**src/rtl/cp_strip_framer.sv**
```systemverilog
`default_nettype none
// ============================================================================
// Module  : cp_strip_framer
// Brief   : Skips a trigger offset, then forwards FFT windows and drops cyclic
//           prefixes, one packet per window, for up to max_frames symbols.
// Revision: 1.0
// ============================================================================
module cp_strip_framer #(
    parameter int SR_BASE        = 16,
    parameter int DEF_FRAME_LEN  = 64,
    parameter int DEF_GAP_LEN    = 16,
    parameter int DEF_OFFSET     = 0,
    parameter int DEF_MAX_FRAMES = 1,
    parameter int CNT_W          = 16
) (
    input  logic             ce_clk,
    input  logic             ce_rst,
    input  logic             set_stb,
    input  logic [7:0]       set_addr,
    input  logic [31:0]      set_data,
    input  logic [31:0]      i_tdata,
    input  logic             i_trig,
    input  logic             i_tvalid,
    output logic             i_tready,
    output logic [31:0]      o_tdata,
    output logic             o_tlast,
    output logic             o_tvalid,
    input  logic             o_tready,
    output logic [CNT_W-1:0] o_frame_idx,
    output logic             busy
);

    localparam logic [7:0] c_ADDR_FRAME_LEN  = 8'(SR_BASE + 0);
    localparam logic [7:0] c_ADDR_GAP_LEN    = 8'(SR_BASE + 1);
    localparam logic [7:0] c_ADDR_OFFSET     = 8'(SR_BASE + 2);
    localparam logic [7:0] c_ADDR_MAX_FRAMES = 8'(SR_BASE + 3);
    localparam logic [7:0] c_ADDR_CLEAR      = 8'(SR_BASE + 4);

    typedef enum logic [1:0] {
        S_IDLE   = 2'd0,
        S_OFFSET = 2'd1,
        S_FRAME  = 2'd2,
        S_GAP    = 2'd3
    } state_t;

    state_t           state_q;
    logic [CNT_W-1:0] frame_len_q, gap_len_q, offset_q, max_frames_q;
    logic [CNT_W-1:0] sh_frame_m1_q, sh_gap_m1_q, sh_off_m1_q, sh_max_q;
    logic             sh_gap_zero_q;
    logic [CNT_W-1:0] cnt_q;
    logic [CNT_W-1:0] frame_idx_q;
    logic             clear_pend_q;

    logic             w_clear;
    logic             w_trig_ok;
    logic             w_direct;
    logic             w_pass;
    logic             w_beat;
    logic             w_last;
    logic             w_done;
    logic             w_gap_zero;
    logic [CNT_W-1:0] w_cfg_frame_m1;
    logic [CNT_W-1:0] w_frame_m1;
    logic [CNT_W-1:0] w_cnt;
    logic [CNT_W-1:0] w_fcnt;
    logic [CNT_W-1:0] w_max;
    logic [CNT_W-1:0] w_idx_nxt;
    state_t           w_after_last;
    logic             w_unused_data;

    assign w_unused_data = ^set_data[31:CNT_W];

    always_ff @(posedge ce_clk or negedge ce_rst) begin
        if (!ce_rst) begin
            frame_len_q  <= CNT_W'(DEF_FRAME_LEN);
            gap_len_q    <= CNT_W'(DEF_GAP_LEN);
            offset_q     <= CNT_W'(DEF_OFFSET);
            max_frames_q <= CNT_W'(DEF_MAX_FRAMES);
        end else if (set_stb) begin
            case (set_addr)
                c_ADDR_FRAME_LEN:  frame_len_q  <= set_data[CNT_W-1:0];
                c_ADDR_GAP_LEN:    gap_len_q    <= set_data[CNT_W-1:0];
                c_ADDR_OFFSET:     offset_q     <= set_data[CNT_W-1:0];
                c_ADDR_MAX_FRAMES: max_frames_q <= set_data[CNT_W-1:0];
                default: ;
            endcase
        end
    end

    assign w_clear        = set_stb && (set_addr == c_ADDR_CLEAR);
    assign w_cfg_frame_m1 = (frame_len_q == '0) ? '0 : frame_len_q - 1'b1;
    assign w_trig_ok      = i_trig && (max_frames_q != '0);

    // With a zero offset the trigger beat itself is frame sample 0, so it must
    // already be passed through (and back-pressured) while still in IDLE.
    assign w_direct = (state_q == S_IDLE) && i_tvalid && w_trig_ok && (offset_q == '0);
    assign w_pass   = (state_q == S_FRAME) || w_direct;

    assign w_frame_m1 = (state_q == S_FRAME) ? sh_frame_m1_q : w_cfg_frame_m1;
    assign w_cnt      = (state_q == S_FRAME) ? cnt_q         : '0;
    assign w_fcnt     = (state_q == S_FRAME) ? frame_idx_q   : '0;
    assign w_max      = (state_q == S_FRAME) ? sh_max_q      : max_frames_q;
    assign w_gap_zero = (state_q == S_FRAME) ? sh_gap_zero_q : (gap_len_q == '0);
    assign w_idx_nxt  = w_fcnt + 1'b1;
    assign w_last     = w_pass && (w_cnt == w_frame_m1);
    assign w_done     = (w_idx_nxt == w_max) || clear_pend_q ||
                        ((state_q == S_FRAME) && w_clear);
    assign w_after_last = w_done ? S_IDLE : (w_gap_zero ? S_FRAME : S_GAP);

    assign i_tready    = ce_rst && (w_pass ? o_tready : 1'b1);
    assign w_beat      = i_tvalid && i_tready;
    assign o_tvalid    = ce_rst && w_pass && i_tvalid;
    assign o_tlast     = o_tvalid && w_last;
    assign o_tdata     = i_tdata;
    assign o_frame_idx = frame_idx_q;
    assign busy        = (state_q != S_IDLE);

    always_ff @(posedge ce_clk or negedge ce_rst) begin
        if (!ce_rst) begin
            state_q       <= S_IDLE;
            cnt_q         <= '0;
            frame_idx_q   <= '0;
            clear_pend_q  <= 1'b0;
            sh_frame_m1_q <= '0;
            sh_gap_m1_q   <= '0;
            sh_off_m1_q   <= '0;
            sh_max_q      <= '0;
            sh_gap_zero_q <= 1'b0;
        end else begin
            case (state_q)
                S_IDLE: begin
                    if (w_beat && w_trig_ok) begin
                        sh_frame_m1_q <= w_cfg_frame_m1;
                        sh_gap_m1_q   <= gap_len_q - 1'b1;
                        sh_off_m1_q   <= offset_q - 1'b1;
                        sh_max_q      <= max_frames_q;
                        sh_gap_zero_q <= (gap_len_q == '0);
                        clear_pend_q  <= 1'b0;
                        frame_idx_q   <= '0;
                        if (offset_q == '0) begin
                            if (w_last) begin
                                state_q     <= w_after_last;
                                cnt_q       <= '0;
                                frame_idx_q <= w_done ? '0 : w_idx_nxt;
                            end else begin
                                state_q <= S_FRAME;
                                cnt_q   <= CNT_W'(1);
                            end
                        end else if (offset_q == CNT_W'(1)) begin
                            state_q <= S_FRAME;
                            cnt_q   <= '0;
                        end else begin
                            state_q <= S_OFFSET;
                            cnt_q   <= CNT_W'(1);
                        end
                    end
                end
                S_OFFSET: begin
                    if (w_clear) begin
                        state_q <= S_IDLE;
                        cnt_q   <= '0;
                    end else if (w_beat) begin
                        if (cnt_q == sh_off_m1_q) begin
                            state_q <= S_FRAME;
                            cnt_q   <= '0;
                        end else begin
                            cnt_q <= cnt_q + 1'b1;
                        end
                    end
                end
                S_FRAME: begin
                    if (w_clear) begin
                        clear_pend_q <= 1'b1;
                    end
                    if (w_beat) begin
                        if (w_last) begin
                            state_q     <= w_after_last;
                            cnt_q       <= '0;
                            frame_idx_q <= w_done ? '0 : w_idx_nxt;
                            if (w_done) begin
                                clear_pend_q <= 1'b0;
                            end
                        end else begin
                            cnt_q <= cnt_q + 1'b1;
                        end
                    end
                end
                S_GAP: begin
                    if (w_clear) begin
                        state_q     <= S_IDLE;
                        cnt_q       <= '0;
                        frame_idx_q <= '0;
                    end else if (w_beat) begin
                        if (cnt_q == sh_gap_m1_q) begin
                            state_q <= S_FRAME;
                            cnt_q   <= '0;
                        end else begin
                            cnt_q <= cnt_q + 1'b1;
                        end
                    end
                end
                default: state_q <= S_IDLE;
            endcase
        end
    end

endmodule
`default_nettype wire

```
**config.mk**
```make
export PLATFORM = sky130hd
export DESIGN_NAME = cp_strip_framer
export DESIGN_NICKNAME = d
export VERILOG_FILES = /design/src/rtl/cp_strip_framer.sv
export SDC_FILE = /design/constraint.sdc
export NUM_CORES = 1
export LEC_CHECK = 0
export CAP_MARGIN = 20
export CORE_ASPECT_RATIO = 0.9
export CORE_UTILIZATION = 56
export CTS_CLUSTER_DIAMETER = 40
export DETAILED_ROUTE_END_ITERATION = 10
export PLACE_DENSITY = 0.81
export RECOVER_POWER = 100
export SLEW_MARGIN = 30
export SYNTH_ARGS = -nofsm -noshare
export SYNTH_HDL_FRONTEND = slang
export SYNTH_SLANG_ARGS = --single-unit
export TNS_END_PERCENT = 30
```
**constraint.sdc**
```tcl
create_clock -name ce_clk -period 5.15 [get_ports ce_clk]
set_input_delay 0.7725 -clock ce_clk [delete_from_list [all_inputs] [get_ports ce_clk]]
set_output_delay 0.7725 -clock ce_clk [all_outputs]
set_load 0.02 [all_outputs]
```
Word-level counts from Yosys, hierarchy flattened
Cells that the tools add are included.
W data, S select, Z words.
{ "totals": {"reg_bits": 164, "input_bits": 78, "out_inout_bits": 52, "word_cells": 121} }
{ "op_classes": {"add_sub_neg": 5, "n_eq_ne": 21, "n_mux": 49, "n_reduce_logical": 33} }
{ "ops": {"columns": ["op", "count"], "rows": [
  ["$mux W16", 22],
  ["$eq A16 B16 Y1", 4],
  ["$pmux W16 S4", 1],
  ["$logic_not A16 Y1", 3],
  ["$pmux W16 S3", 1],
  ["$sub A16 B1 Y16 const B", 3],
  ["$eq A8 B5 Y1 const B", 5],
  ["$add A16 B1 Y16 const B", 2],
  ["$mux W2", 13],
  ["$eq A16 B1 Y1 const B", 1],
  ["$reduce_bool A16 Y1", 1],
  ["$logic_and A1 B1 Y1", 13],
  ["$ne A3 B3 Y1 const B", 4],
  ["$reduce_and A2 Y1", 6],
  ["$mux W1", 10],
  ["$pmux W2 S4", 1],
  ["$reduce_and A7 Y1", 1],
  ["$ne A2 B2 Y1 const B", 3],
  ["$reduce_and A5 Y1", 1],
  ["$eq A2 B2 Y1 const B", 2],
  ["$reduce_and A4 Y1", 1],
  ["$reduce_bool A2 Y1", 2],
  ["$logic_or A1 B1 Y1", 3],
  ["$reduce_bool A3 Y1", 1],
  ["other kinds (4)", 4]
]} }

Longest topological paths before layout
{ "depth": {"depth_word": 11, "depth_mapped": 15, "depth_no_buf": 11} }

Worst setup path after synthesis
OpenSTA, ideal clock, no wires.
{ "synth_path": {"kind": "reg2reg", "from": "register state_q[0]", "to": "register frame_idx_q[13] (netlist: o_frame_idx[13])", "setup_time_ns": 0.092, "t_arrival_ns": 3.530, "required_ns": 5.058, "path_slack_ns": 1.528, "path_stages_with_launch": 15, "path_buffers": 3, "synth_period_minus_slack_ns": 3.622, "cell_sequence": "dfrtp_1 -> nor2b_1 -> buf_2 -> clkbuf_1 -> clkbuf_1 -> and2_1 -> ha_1 -> nand4_1 -> nor4_2 -> xor2_1 -> and4_1 -> and4b_1 -> a21boi_1 -> nand3_4 -> o31ai_2"} }
{ "synth_via": {"elab_chain_cells": 11, "elab_cells_between_ends": 35, "cone_classes": "add/sub (1); eq/ne (8); mux (12); reduce/logical (14)"} }
{ "synth_rtl": {"columns": ["element", "line", "rtl"], "rows": [
  ["from (decl)", "46", "state_t state_q;"],
  ["from (signal assigned)", "142", "state_q <= w_after_last;"],
  ["from (signal assigned)", "177", "state_q <= w_after_last;"],
  ["$eq A2 B2 Y1 or $logic_not A2 Y1 (tied branches)", null, null],
  ["$mux W16 or $logic_and A1 B1 Y1 (tied branches)", "101, 96", null],
  ["$add A16 B1 Y16 or $logic_and A1 B1 Y1 (tied branches)", "104, 96", null],
  ["$eq A16 B16 Y1 or $logic_and A1 B1 Y1 (tied branches)", "106, 96", null],
  ["$logic_or A1 B1 Y1, on equally long branches", "106, 97", null],
  ["$logic_or A1 B1 Y1 or $mux W1 (tied branches)", "106, 110", null],
  ["$mux W16 or $logic_and A1 B1 Y1 (tied branches)", "144, 179, 110", null],
  ["$mux W16 or $logic_and A1 B1 Y1 (tied branches)", "141, 111", null],
  ["$mux W16 or $logic_and A1 B1 Y1 (tied branches)", "140, 132", null],
  ["$mux W16 or $ne A2 B1 Y1 (tied branches)", null, null],
  ["$pmux W16 S3 or $reduce_and A5 Y1 (tied branches)", null, null],
  ["to (signal assigned)", "144", "frame_idx_q <= w_done ? '0 : w_idx_nxt;"],
  ["to (signal assigned)", "179", "frame_idx_q <= w_done ? '0 : w_idx_nxt;"],
  ["to (decl)", "51", "logic [CNT_W-1:0] frame_idx_q;"]
]} }
Several ways; a longest one is shown, not always the timed one. The select of a mux whose other input is x is not followed.
A chain may end at the register's enable or synchronous reset.

Final worst setup path
{ "layout_path": {"from": "register offset_q[0]", "to": "output o_tlast"} }
{ "layout_via": {"elab_chain_cells": 6, "elab_cells_between_ends": 7, "cone_classes": "reduce/logical (7)"} }
{ "layout_rtl": {"columns": ["element", "line", "rtl"], "rows": [
  ["from (decl)", "47", "logic [CNT_W-1:0] frame_len_q, gap_len_q, offset_q, max_frames_q;"],
  ["from (signal assigned)", "77", "offset_q <= CNT_W'(DEF_OFFSET);"],
  ["from (signal assigned)", "83", "c_ADDR_OFFSET: offset_q <= set_data[CNT_W-1:0];"],
  ["$logic_not A16 Y1 (*)", "96", "assign w_direct = (state_q == S_IDLE) && i_tvalid && w_trig_ok && (offset_q == '0);"],
  ["$logic_and A1 B1 Y1 (*)", "96", null],
  ["$logic_or A1 B1 Y1 (*)", "97", "assign w_pass = (state_q == S_FRAME) || w_direct;"],
  ["$logic_and A1 B1 Y1 (2 in a row)", "112", "assign o_tvalid = ce_rst && w_pass && i_tvalid;"],
  ["$logic_and A1 B1 Y1 (*)", "113", "assign o_tlast = o_tvalid && w_last;"],
  ["to (decl)", "26", "output logic o_tlast,"]
]} }
Every way passes the cells marked *; elsewhere a longest branch is shown, timed or not.

==> results_dict.tcl <==
set metrics [dict create \
    hold_buffers 0 \
    ys_seq_area_share_pct 43.48 \
    numClockSinks 164 \
    start_util_pct 57.97 \
    dp_hpwl_um 16530 \
    drtIter0Drc 762 \
    drt_wl_total_um 23700 \
    via_per_inst 6.241 \
    synth-seq-cells 164 \
    grt_max_degree 106 \
    grtUsageTotal_pct 28.46 \
    cp_max_fo 8 \
    tightest_slew_ps 1988 \
    synth_area_um2 9447 \
    avgSynthCellArea_um2 9.610 \
    fin_nets 1054 \
    clock_path_buffers 2 \
    violations "DRC, capacitance limit, slew limit" \
    wire_per_inst_um 19.93 \
    grt_pass1_wl_um 38320 \
    netlist_top_cells_area "dfrtp_1 (43%), mux2_2 (7.2%), nand2_1 (5.7%), xnor2_1 (5.3%), xor2_1 (4.8%)" \
    synthArstFlopShare_pct 100.0 \
    end_kind "output port" \
    num_rows 44 \
    tns_ps 0 \
    drcViolationCount 12 \
    outcome "finished, violations left" \
    worst_slack_ps 445.3 \
    reg2reg_slack_ps 460 \
    netlist_instances 983 \
    crit-reg2reg-launch "state_q[1]" \
    dieWidth_um 138.9 \
    ys_types 79 \
    syn_to_final_growth_pct 9.987 \
    critPathRequiredTime_ps 4380 \
    synth_edf_count 0 \
    h-tree-depth 4 \
    pwr_density_cell_nw_per_um2 305.9 \
    io_pins 130 \
    peakVddDrop_v 0.0002809 \
    finalSetupViolCount 0 \
    final_cell_mix "dfrtp_1 (161), nand2_1 (144), mux2_2 (60)" \
    clk_latency_ps 430 \
    antenna_found_initial 0 \
    drv_slew 126 \
    yosys_warnings 0 \
    final_common_cell "dfrtp_1" \
    vias 7421 \
    yosys_most_used_dff "dfrtp_1" \
    cap_violations 2 \
    worst_setup_path_start_kind "flop" \
    cts_inserted_buffers 17 \
    r2r_end "o_frame_idx[13]" \
    antenna_cells 0 \
    cts_resized 0 \
    path_clk_slew_ps 70 \
    arrival_ps 3930 \
    reg2regPathDepth 11 \
    rsz0062_at_grt "false" \
    synth_largest_area_cell "dfrtp_1" \
    slew_headroom_pct -32.55 \
    drt-pass1-iter-count 10 \
    die_y_um 125.2 \
    placeableCoreArea_um2 16300 \
    dp_slack_ps 1141 \
    drive_gt1_share_pct 12.73 \
    finalWeightedCongestion 0.8845 \
    hold_viol 0 \
    path_class "flop to output port" \
    die_area_um2 17390 \
    clockRootBuffer "clkbuf_16" \
    synth_top_cell_area_share_pct 42.65 \
    hold_path_class "primary input to asynchronous set/reset pin" \
    grt_pass1_vias 6960 \
    p_leak_nw 4.780 \
    worst_clock_skew_ps 8.474 \
    antenna_left 0 \
    period_minus_slack_ps 4705 \
    post_cts_buffers 0 \
    port_buffers 49 \
    fmax_mhz 212.6 \
    synth_fp_nets 1068 \
    grt_overflow_total 0 \
    finalCritPeriodShare_pct 91.35 \
    cts_tree "built" \
]
-- cells by family (layout without fill, tap and decap cells) --
kind of cell	Yosys count	count (layout)	share of synthesized area, %
AOI/OAI and AO/OA	172	172	12.28
xor gates and xnor gates	109	109	10.11
adders and majority gates	7	7	0.9271
buffers and inverters	114	113	6.172
DFF	164	164	43.48
muxes	65	65	7.735
and+or+nand+nor	352	352	19.30
-- registers in the layout, indices dropped and copies added, names as in the netlist --
name           count
cnt_q             16
frame_len_q       16
gap_len_q         16
max_frames_q      16
o_frame_idx       16
offset_q          16
sh_frame_m1_q     16
sh_gap_m1_q       16
sh_max_q          16
sh_off_m1_q       16
state_q            2
clear_pend_q       1
sh_gap_zero_q      1
-- stage by stage --
stage | total power, mW | hold slack [ps] | area [um2] | util [%] | std cells
finish | 3.179 | 446.6 | 10390 | 63.76 | 1189
global route | 3.295 | 504.9 | 10390 | 63.76 | 1189
CTS | 3.192 | 152.9 | 10440 | 64.05 | 1187
detailed placement | 1.807 | 479.6 | 9791 | 60.08 | 1155
global placement | 1.792 | 462.0 | 9787 | 60.06 | 1155
floorplan | 1.699 | 444.6 | 9447 | - | 983
-- worst max-delay path by stage --
stage | startpoint | to
5_1_grt | offset_q[1] | o_tlast
6_report | offset_q[0] | o_tlast
3_5_place_dp | offset_q[0] | o_tlast
4_1_cts | offset_q[0] | o_tlast
2_1_floorplan | state_q[0] | o_frame_idx[13]
3_3_place_gp | frame_len_q[7] | o_tlast
-- power by group --
part / internal (mW) / switching (mW) / total [mW] / leakage, nW
registers: 1.33 / 0.103 / 1.44 / 2.19
logic: 0.164 / 0.193 / 0.357 / 2.28
clock network: 0.827 / 0.558 / 1.39 / 0.319
total: 2.32 / 0.855 / 3.18 / 4.78
-- synthesized netlist by cell type, types with 7 or more instances --
library cell,number
xor2_1,52
a21o_1,10
buf_2,18
nor2b_1,7
buf_4,33
nor4_1,20
nand4_1,16
nand3_1,18
a21oi_1,16
nor2_1,48
a31oi_1,14
mux2_2,60
xnor2_1,57
and2_1,7
and3_1,10
nor3_1,20
nand2_1,144
clkbuf_1,41
ha_1,7
or3_1,9
o31ai_1,25
o21ai_0,52
dfrtp_1,161
inv_1,19
-- area by class of cell --
cell class	instances	area, um2
fill	1315	5906
multi-input combinational	705	4732
sequential	164	4108
timing repair buffer	61	569.3
clock buffer	17	425.4
tap	207	259.0
clock inverter	15	221.5
inverter	20	75.07
-- worst max-delay path: stages, from the launching register on --
cell and delay [ps]:
dfrtp_1 420, inv_1 90, ha_1 210, or4b_1 530, or2_0 440, nor3_4 320, a31oi_1 160, a311oi_1 510
and2_1 210, clkdlybuf4s50_1 600
-- routing by layer --
metal / up-vias / track usage (%) / share of wire (%)
met2: 342 / 44.12 / 46
li1: 3417 / - / -
met3: 56 / 6.434 / 7.8
met1: 3606 / 39.02 / 43
met5: - / 0 / 0
met4: 0 / 11.05 / 3.3
No activity file was read; power rests on OpenSTA's default activity.
